[config.mk]
export PLATFORM = sky130hd
export DESIGN_NAME = down_counter
export DESIGN_NICKNAME = d
export VERILOG_FILES = /design/src/rtl/down_counter.sv
export SDC_FILE = /design/constraint.sdc
export NUM_CORES = 1
export LEC_CHECK = 0
export BUFFER_PORTS_ARGS = -buffer_cell sky130_fd_sc_hd__buf_2
export CAP_MARGIN = 20
export CELL_PAD_IN_SITES_DETAIL_PLACEMENT = 0
export CELL_PAD_IN_SITES_GLOBAL_PLACEMENT = 1
export CORE_AREA = 2 2 39 41
export DETAILED_ROUTE_END_ITERATION = 16
export DIE_AREA = 0 0 41 43
export PLACE_DENSITY_LB_ADDON = 0.1
export SKIP_CTS_REPAIR_TIMING = 1
export SYNTH_ARGS = -nofsm -noshare
export SYNTH_HDL_FRONTEND = slang
export SYNTH_SLANG_ARGS = --single-unit
[constraint.sdc]
create_clock -name clk -period 1.5 [get_ports clk]
set_clock_uncertainty 0.1 [all_clocks]
set_input_delay 0.075 -clock clk [delete_from_list [all_inputs] [get_ports clk]]
set_output_delay 0.075 -clock clk [all_outputs]
set_load 0.05 [all_outputs]
[src/rtl/down_counter.sv]
// -----------------------------------------------------------------------------
// down_counter
//
// Free-running WIDTH-bit down counter. It decrements on every rising edge of
// clk and wraps from 0 back to all-ones. A synchronous reset loads RESET_VALUE.
//
// Parameters
//   WIDTH       : counter width in bits (2..32)
//   RESET_VALUE : value loaded while reset is sampled high (must fit in WIDTH)
//
// Ports
//   clk     : single clock; all state updates on the rising edge
//   reset   : synchronous, active-high reset
//   counter : current count, driven straight from the state register
// -----------------------------------------------------------------------------
module down_counter #(
    parameter int                 WIDTH       = 4,
    parameter logic [WIDTH-1:0]   RESET_VALUE = {WIDTH{1'b1}}
) (
    input  logic             clk,
    input  logic             reset,
    output logic [WIDTH-1:0] counter
);

    logic [WIDTH-1:0] counter_reg;
    logic [WIDTH-1:0] counter_next;

    // Unsigned WIDTH-bit decrement; the borrow out of the top bit is dropped,
    // so 0 naturally rolls over to all-ones with no special case.
    always_comb begin
        counter_next = counter_reg - WIDTH'(1);
    end

    // Reset is only looked at on the clock edge, so a pulse that rises and
    // falls between edges never reaches the register.
    always_ff @(posedge clk) begin
        if (reset) begin
            counter_reg <= RESET_VALUE;
        end else begin
            counter_reg <= counter_next;
        end
    end

    assign counter = counter_reg;

endmodule

## Word level (Yosys, flattened, before mapping)

Index checks and enable logic that the tools add are counted.

- Output and inout bits: 4
- Register bits after elaboration: 4
- Word-level logic and storage cells: 2
- Bits of input ports: 2

- $add $sub $neg: 1

Operators by type and width:

| kind | number |
|---|---|
| subtractor 4 x 1 -> 4 bit (second input constant) | 1 |

## Longest topological paths before layout

Gate-level depths: netlist of run 1.

- Word-level depth: 1
- Depth in mapped cells: 4

## Worst setup path after synthesis of run 1

Ideal clock, no wire load.

- Kind: flip-flop to flip-flop
- Start point: register counter_reg[0] (netlist: counter[0])
- End point: register counter_reg[2] (netlist: counter[2])
- Stages on the path, launching flop included: 5
- Path slack: 0.139 ns
- Clock period less this slack: 1.361 ns
- Library setup time: 0.117 ns
- Arrival time: 1.144 ns
- Buffers on the path: 0
- Cells stage by stage: dfxtp_1 inv_1 ha_1 xnor2_1 nand2b_1

- Cells in the longest elaborated chain, start to end: 1

RTL lines:

| item | RTL line | text |
|---|---|---|
| from (decl) | 25 | `logic [WIDTH-1:0] counter_reg;` |
| from (signal assigned) | 40 | `counter_reg <= counter_next;` |
| subtractor 4 x 1 -> 4 bit | 31 | `counter_next = counter_reg - WIDTH'(1);` |

Every way passes these cells.
A chain may end at the register's enable or synchronous reset.

## Worst setup path in the final report of run 1

- Start point: register counter_reg[1] (netlist: counter[1])
- End point: register counter_reg[3] (netlist: counter[3])

The elaborated chain is that of the path after synthesis.

==> impl_metrics.ini, run 1 <==
[global_route]
grt_usage = 0.0542
grt_max_degree = 6
grt_pass1_vias = 124
grt_pass1_wl_um = 524
antenna_found_initial = 0
grt_overflow = 0

[critical_path]
reg2reg_to = counter[3]
cpLargestDelayFamily = flip-flops
critPathSlowestCell = dfxtp_1
worst-path-max-fanout = 4
r2r_cells = 2
end_kind = register
crit_type = reg2reg
crit_buf_inv = 0
slowest_delay_ns = 0.33
crit_arrival_ns = 1.14
ff2ff_setup_slack_ns = 0.37
startpoint_type = register
r2r_start = counter[1]
crit_required_ns = 1.51
path_depth = 2
path_cells = o31a_1 > or3_1

[cells_and_area]
fin_nets = 28
layout.cells.non_filler = 39
layout-drive-gt1-share = 0.348
diodes = 0
multi_input_area_um2 = 61.3
fillers = 159
area_growth_pct = 52.1
register_area_um2 = 80.1
largest_reg_flops = 4

[outcome]
status = finished clean

[routing]
drt_wl_total_um = 335
wl_per_cell_um = 8.59
vias_per_cell = 3.28
dr.pass1.iters = 1
drc = 0
detailroute.via_count = 128
antenna_left = 0
drt-initial-drc-count = 0

[sta]
fin_tns_setup_ns = 0
grt_setup_unrepaired = false
setup_viol = 0
hold_viol = 0
clock.fmax_mhz = 887
tightest_slew_ns = 0.251
period_minus_slack_ns = 1.13
final.period_utilization = 0.752
max-slew-margin-rel = 0.834
drv_slew = 0

[logic_synthesis]
synth_cells = 14
synth_fp_nets = 17
synth-main-ff-cell = dfxtp_1
ys_seq_area_frac = 0.538
synth_common_cells = 4 x dfxtp_1, 3 x nand2b_1, 2 x inv_1
synth_area_leaders = dfxtp_1 54%, nand2b_1 13%, ha_1 8.4%, o31a_1 5.9%, xnor2_1 5.9%
synth_most_common_cell = dfxtp_1
yosysTopAreaCell = dfxtp_1
synth_cell_types = 8
ys_warn_count = 0
synth_top_area_frac = 0.538
netlist_area_um2 = 149
synth_edf_count = 0
syn_avg_cell_area_um2 = 10.6
synth_seq_cells = 4
synthArstFlopShare = 0

[floorplan]
core_um2 = 1380
ios = 6
design.die.area_um2 = 1760
row_count = 14
start_util = 0.108
die_w_um = 41
dieHeight_um = 43

[worst_hold_path]
hold_class = reg2reg
hold_end = counter[0]
whs_path_depth = 1
hold_start = counter[0]

[clock_network]
cts_max_level = 1
cts_tree = yes
clockBufferDepth = 2
path_clk_slew_ns = 0.04
clk_latency_ns = 0.23
root_buffer = clkbuf_4
cts_buffers = 3
cts_num_sinks = 4

[run]
cap_violations = 0

[power]
p_leak_nw = 0.101
power_density_nw_per_um2 = 1320
vdd_drop_max_v = 0.000313

[place]
place.gp.congestion = 0.565
io_buffers = 5
dp_cells = 35
-- cells by family after synthesis --
logic type,Yosys count,synth area share
XOR/XNOR,1,0.0588
adder cells (fa/ha/maj),1,0.0840
AO/OA/AOI/OAI,1,0.0588
buffers and inverters,2,0.0504
AND/OR/NAND/NOR,5,0.210
flip-flops,4,0.538
-- metrics by stage --
| step | power (mW) | utilization | cell area (um^2) | hold slack [ns] | setup slack [ns] |
|---|---|---|---|---|---|
| after floorplan | 0.157 | - | 149 | 0.0765 | 0.139 |
| after global placement | 0.169 | 0.140 | 194 | 0.217 | 0.383 |
| after detailed placement | 0.169 | 0.140 | 194 | 0.214 | 0.367 |
| after CTS | 0.306 | 0.156 | 216 | -0.0292 | 0.364 |
| after global routing | 0.316 | 0.164 | 226 | 0.369 | 0.297 |
| final | 0.299 | 0.164 | 226 | 0.357 | 0.372 |
-- final cells by class --
| cell class | count | share of cell area |
|---|---|---|
| clock buffers | 3 | 0.0994 |
| inverters | 2 | 0.0331 |
| multi-input cells | 8 | 0.271 |
| flip-flops and latches | 4 | 0.354 |
| well taps | 16 | 0.0884 |
| repair buffers | 6 | 0.155 |
-- worst reg2reg max path: stages (launching register included) --
cell and delay, ns:
dfxtp_1 0.33, o31a_1 0.29, or3_1 0.30
-- layer usage --
metal / part of all wire / track usage / vias up
met4: 0.057 / 0.120 / 0
met3: 0.078 / 0.0157 / 2
met2: 0.43 / 0.0469 / 5
met1: 0.43 / 0.0577 / 55
met5: 0 / 0 / -
li1: - / - / 66
-- power breakdown --
group | switching, mW | internal [mW]
sequential | 0.00779 | 0.114
combinational | 0.0325 | 0.0140
clock | 0.0418 | 0.0894
-- placed cells by master, fill, tap and decap left out, drive strengths merged --
cell / instances
buf: 5
dfxtp: 4
nand2b: 3
clkbuf: 3
inv: 2
xnor2: 1
nor4: 1
o31a: 1
or3: 1
ha: 1
dlygate4sd3: 1
-- worst max-delay path by stage --
stage            endpoint       start
2_1_floorplan  counter[2]  counter[0]
3_3_place_gp   counter[3]  counter[1]
3_5_place_dp   counter[3]  counter[1]
4_1_cts        counter[3]  counter[1]
5_1_grt        counter[2]  counter[0]
6_report       counter[3]  counter[1]
No activity file was read; power rests on OpenSTA's default activity.
==> inputs of run 2 (changes only) <==
--- a/config.mk
+++ b/config.mk
@@ -5,6 +5,7 @@
 export SDC_FILE = /design/constraint.sdc
 export NUM_CORES = 1
 export LEC_CHECK = 0
+export ABC_AREA = 1
 export BUFFER_PORTS_ARGS = -buffer_cell sky130_fd_sc_hd__buf_2
 export CAP_MARGIN = 20
 export CELL_PAD_IN_SITES_DETAIL_PLACEMENT = 0
==> constraint.sdc (replaced) <==
create_clock -name clk -period 1.1 [get_ports clk]
set_clock_uncertainty 0.1 [all_clocks]
set_input_delay 0.055 -clock clk [delete_from_list [all_inputs] [get_ports clk]]
set_output_delay 0.055 -clock clk [all_outputs]
set_load 0.05 [all_outputs]
==> impl_metrics.ini, run 2 <==
[outcome]
status = finished clean

[global_route]
grt_overflow = 0
grt_use_met3 = 0.0314
grt_util_met1 = 0.0479
met2_usage = 0.0531
grt_max_degree = 5
grt_usage = 0.0471
grt_pass1_wl_um = 489
grt_pass1_vias = 135
antenna_found_initial = 0
grt-busiest-layer = met4

[floorplan]
start_util = 0.109
core_um2 = 1380
row_count = 14
ios = 6
design.die.area_um2 = 1760
die_w_um = 41
dieHeight_um = 43

[cells_and_area]
register_area_um2 = 87.6
fillers = 162
area_growth_pct = 56.2
fin_nets = 32
layout_common_cells = 5 x nand2_1, 5 x buf_2, 3 x inv_1, 3 x clkbuf_4
layout-drive-gt1-share = 0.444
diodes = 0
largest_reg_flops = 4
multi_input_area_um2 = 56.3

[routing]
antenna_left = 0
drc = 0
wl_per_cell_um = 6.93
dr.pass1.iters = 1
vias_per_cell = 2.91
drt-initial-drc-count = 0
detailroute.via_count = 125
drt_wl_total_um = 298

[critical_path]
critPathSlowestCell = dfxtp_1
reg2reg_to = counter[2]
crit_type = reg2out
crit_arrival_ns = 0.88
cpLargestDelayFamily = flip-flops
slowest_delay_ns = 0.36
r2r_cells = 4
r2r_start = counter[0]
startpoint_type = register
end_kind = output pin
ff2ff_setup_slack_ns = 0.13
crit_required_ns = 0.94
path_cells = buf_2
crit_buf_inv = 1
worst-path-max-fanout = 3

[clock_network]
cts_buffers = 3
cts_max_level = 1
cts_num_sinks = 4
clk_latency_ns = 0.23
root_buffer = clkbuf_4
cts_tree = yes
path_clk_slew_ns = 0.04
clockBufferDepth = 2

[sta]
grt_setup_unrepaired = false
period_minus_slack_ns = 1.03
final.period_utilization = 0.937
drv_slew = 0
clock.fmax_mhz = 970
hold_viol = 0
max-slew-margin-rel = 0.835
worst_hold_slack_ns = 0.320
fin_tns_setup_ns = 0
tightest_slew_ns = 0.249
setup_viol = 0

[logic_synthesis]
synth_area_leaders = dfxtp_1 53%, nand2_1 12%, inv_1 9.9%, ha_1 8.3%, nand3_1 6.6%
ys_warn_count = 0
synth_most_common_cell = nand2_1
synth_fp_nets = 21
synth-main-ff-cell = dfxtp_1
synth_cells = 18
synth_common_cells = 5 x nand2_1, 4 x dfxtp_1, 4 x inv_1
netlist_area_um2 = 151
synth_seq_cells = 4
synth_cell_types = 7
ys_seq_area_frac = 0.529
synth_edf_count = 0
synth_top_area_frac = 0.529
yosysTopAreaCell = dfxtp_1
syn_avg_cell_area_um2 = 8.41
synthArstFlopShare = 0

[worst_hold_path]
hold_class = reg2reg
hold_start = counter[0]
hold_end = counter[0]
whs_path_depth = 1

[place]
io_buffers = 5
place.gp.congestion = 0.592

[run]
cap_violations = 0

[power]
p_leak_nw = 0.122
vdd_drop_max_v = 0.000305
power_density_nw_per_um2 = 1730
run 2: cell families after synthesis:
logic type	Yosys count	synth area share
simple gates	8	0.231
xor+xnor	1	0.0579
buf+inv	4	0.0991
fa+ha+maj	1	0.0826
flops	4	0.529
run 2: routing by layer:
| layer | vias up | routed length, um |
|---|---|---|
| met5 | - | 0 |
| met1 | 49 | 140 |
| met4 | 0 | 0 |
| met2 | 4 | 128 |
| met3 | 0 | 30 |
| li1 | 72 | - |
run 2: through the flow:
step                      cell area [um^2]  power [mW]  worst slack, ns   util  instances
after floorplan                        159       0.215          0.00634      -         18
after global placement                 204       0.229            0.129  0.147         39
after detailed placement               204       0.229            0.129  0.147         39
after CTS                              226       0.423           0.0474  0.164         42
after global routing                   236       0.436           0.0134  0.171         43
final                                  236       0.408           0.0694  0.171         43
run 2: power by group:
group	switching (mW)	total, mW	internal, mW	leakage (nW)
Clock	0.0581	0.180	0.122	0.0138
Combinational	0.0467	0.0648	0.0181	0.0746
Sequential	0.00805	0.163	0.155	0.0333
Total	0.113	0.408	0.295	0.122
run 2: worst max path at each step:
stage	startpoint	end	slack (ns)	cells after the start
6_report	counter[2]	counter[2]	0.07	1
5_1_grt	counter[2]	counter[2]	0.01	1
4_1_cts	counter[2]	counter[2]	0.05	1
3_5_place_dp	counter[0]	counter[2]	0.13	4
3_3_place_gp	counter[0]	counter[2]	0.13	4
2_1_floorplan	counter[2]	counter[2]	0.006	2
run 2: layout make-up:
type                            count  area share
Timing Repair Buffer                6       0.148
Inverter                            4      0.0635
Multi-Input combinational cell     10       0.238
Tap cell                           16      0.0847
Clock buffer                        3      0.0952
Sequential cell                     4       0.370
==> inputs of run 3 (changes only) <==
--- a/config.mk
+++ b/config.mk
@@ -14,6 +14,7 @@
 export DETAILED_ROUTE_END_ITERATION = 16
 export DIE_AREA = 0 0 41 43
 export PLACE_DENSITY_LB_ADDON = 0.1
+export REMOVE_ABC_BUFFERS = 1
 export SKIP_CTS_REPAIR_TIMING = 1
 export SYNTH_ARGS = -nofsm -noshare
 export SYNTH_HDL_FRONTEND = slang
==> impl_metrics.ini, run 3 (synthesis results as in run 2) <==
[outcome]
status = finished clean

[place]
dp_cells = 39
io_buffers = 5
place.gp.congestion = 0.574

[clock_network]
cts_max_level = 1
path_clk_slew_ns = 0.04
cts_num_sinks = 4
clockBufferDepth = 2
clk_latency_ns = 0.23
root_buffer = clkbuf_4
cts_tree = yes
cts_buffers = 3

[power]
p_leak_nw = 0.125
finalPower_uw = 408
vdd_drop_max_v = 0.000327
power_density_nw_per_um2 = 1760

[critical_path]
critPathSlowestCell = dfxtp_1
startpoint_type = register
crit_required_ns = 0.94
slowest_delay_ns = 0.35
r2r_cells = 4
end_kind = output pin
r2r_start = counter[0]
crit_arrival_ns = 0.86
startpoint = counter[1]
path_cells = buf_2
crit_type = reg2out
ff2ff_setup_slack_ns = 0.09
worst-path-max-fanout = 3
cpLargestDelayFamily = flip-flops
reg2reg_to = counter[2]
crit_path_end = counter[1]
path_depth = 1
crit_buf_inv = 1

[routing]
drc = 0
detailroute.via_count = 130
wl_per_cell_um = 6.88
drt-initial-drc-count = 7
antenna_left = 0
vias_per_cell = 3.02
drt_wl_total_um = 296
dr.pass1.iters = 2

[sta]
max-slew-margin-rel = 0.834
setup_viol = 0
tightest_slew_ns = 0.250
grt_setup_unrepaired = false
drv_slew = 0
clock.fmax_mhz = 987
period_minus_slack_ns = 1.01
final.period_utilization = 0.921
fin_tns_setup_ns = 0
hold_viol = 0

[cells_and_area]
layout-drive-gt1-share = 0.333
fillers = 157
largest_reg_flops = 4
register_area_um2 = 80.1
multi_input_area_um2 = 56.3
layout.cells.non_filler = 43
final_util = 0.167
fin_nets = 32
area_growth_pct = 52.9
diodes = 0
final_common_cell = nand2_1
layout_common_cells = 5 x nand2_1, 4 x inv_1, 4 x clkbuf_4, 4 x dfxtp_1, 4 x buf_2

[floorplan]
die_w_um = 41
ios = 6
start_util = 0.109
core_um2 = 1380
dieHeight_um = 43
row_count = 14
design.die.area_um2 = 1760

[global_route]
antenna_found_initial = 0
grt_overflow = 0
grt_pass1_wl_um = 462
grt_pass1_vias = 123
grt_max_degree = 5
grt_usage = 0.0482

[run]
cap_violations = 0

[worst_hold_path]
hold_class = reg2reg
-- run 3: worst min path at each step --
stage	from	endpoint	slack, ns	cells past startpoint
2_1_floorplan	reset	counter[0]	0.08	2
3_3_place_gp	reset	counter[0]	0.20	3
3_5_place_dp	reset	counter[1]	0.20	3
4_1_cts	reset	counter[1]	-0.05	3
5_1_grt	counter[0]	counter[0]	0.32	1
6_report	counter[0]	counter[0]	0.30	1
-- run 3: where the power goes --
part	leakage [nW]	internal [mW]	total (mW)	switching (mW)
registers	0.0330	0.155	0.163	0.00758
logic	0.0780	0.0186	0.0654	0.0468
clock network	0.0138	0.122	0.180	0.0580
-- run 3: metal layers --
| metal | global-route usage | vias to the layer above | part of all wire |
|---|---|---|---|
| met5 | 0 | - | 0 |
| met3 | 0.0314 | 0 | 0.14 |
| met1 | 0.0484 | 55 | 0.38 |
| met4 | 0.0800 | 0 | 0 |
| met2 | 0.0469 | 4 | 0.48 |
| li1 | - | 71 | - |
-- run 3: through the flow --
step / setup slack [ns] / hold WS [ns] / instance area, um^2
finish: 0.0871 / 0.297 / 231
global route: 0.0151 / 0.316 / 231
CTS: 0.0380 / -0.0456 / 219
detailed placement: 0.0756 / 0.201 / 196
global placement: 0.0877 / 0.197 / 196
floorplan: -0.280 / 0.0760 / 151
-- run 3: area by class of cell --
type	count	share of cell area
Clock buffer	3	0.0973
Inverter	4	0.0649
Multi-Input combinational cell	10	0.243
Sequential cell	4	0.346
Tap cell	16	0.0865
Timing Repair Buffer	6	0.162
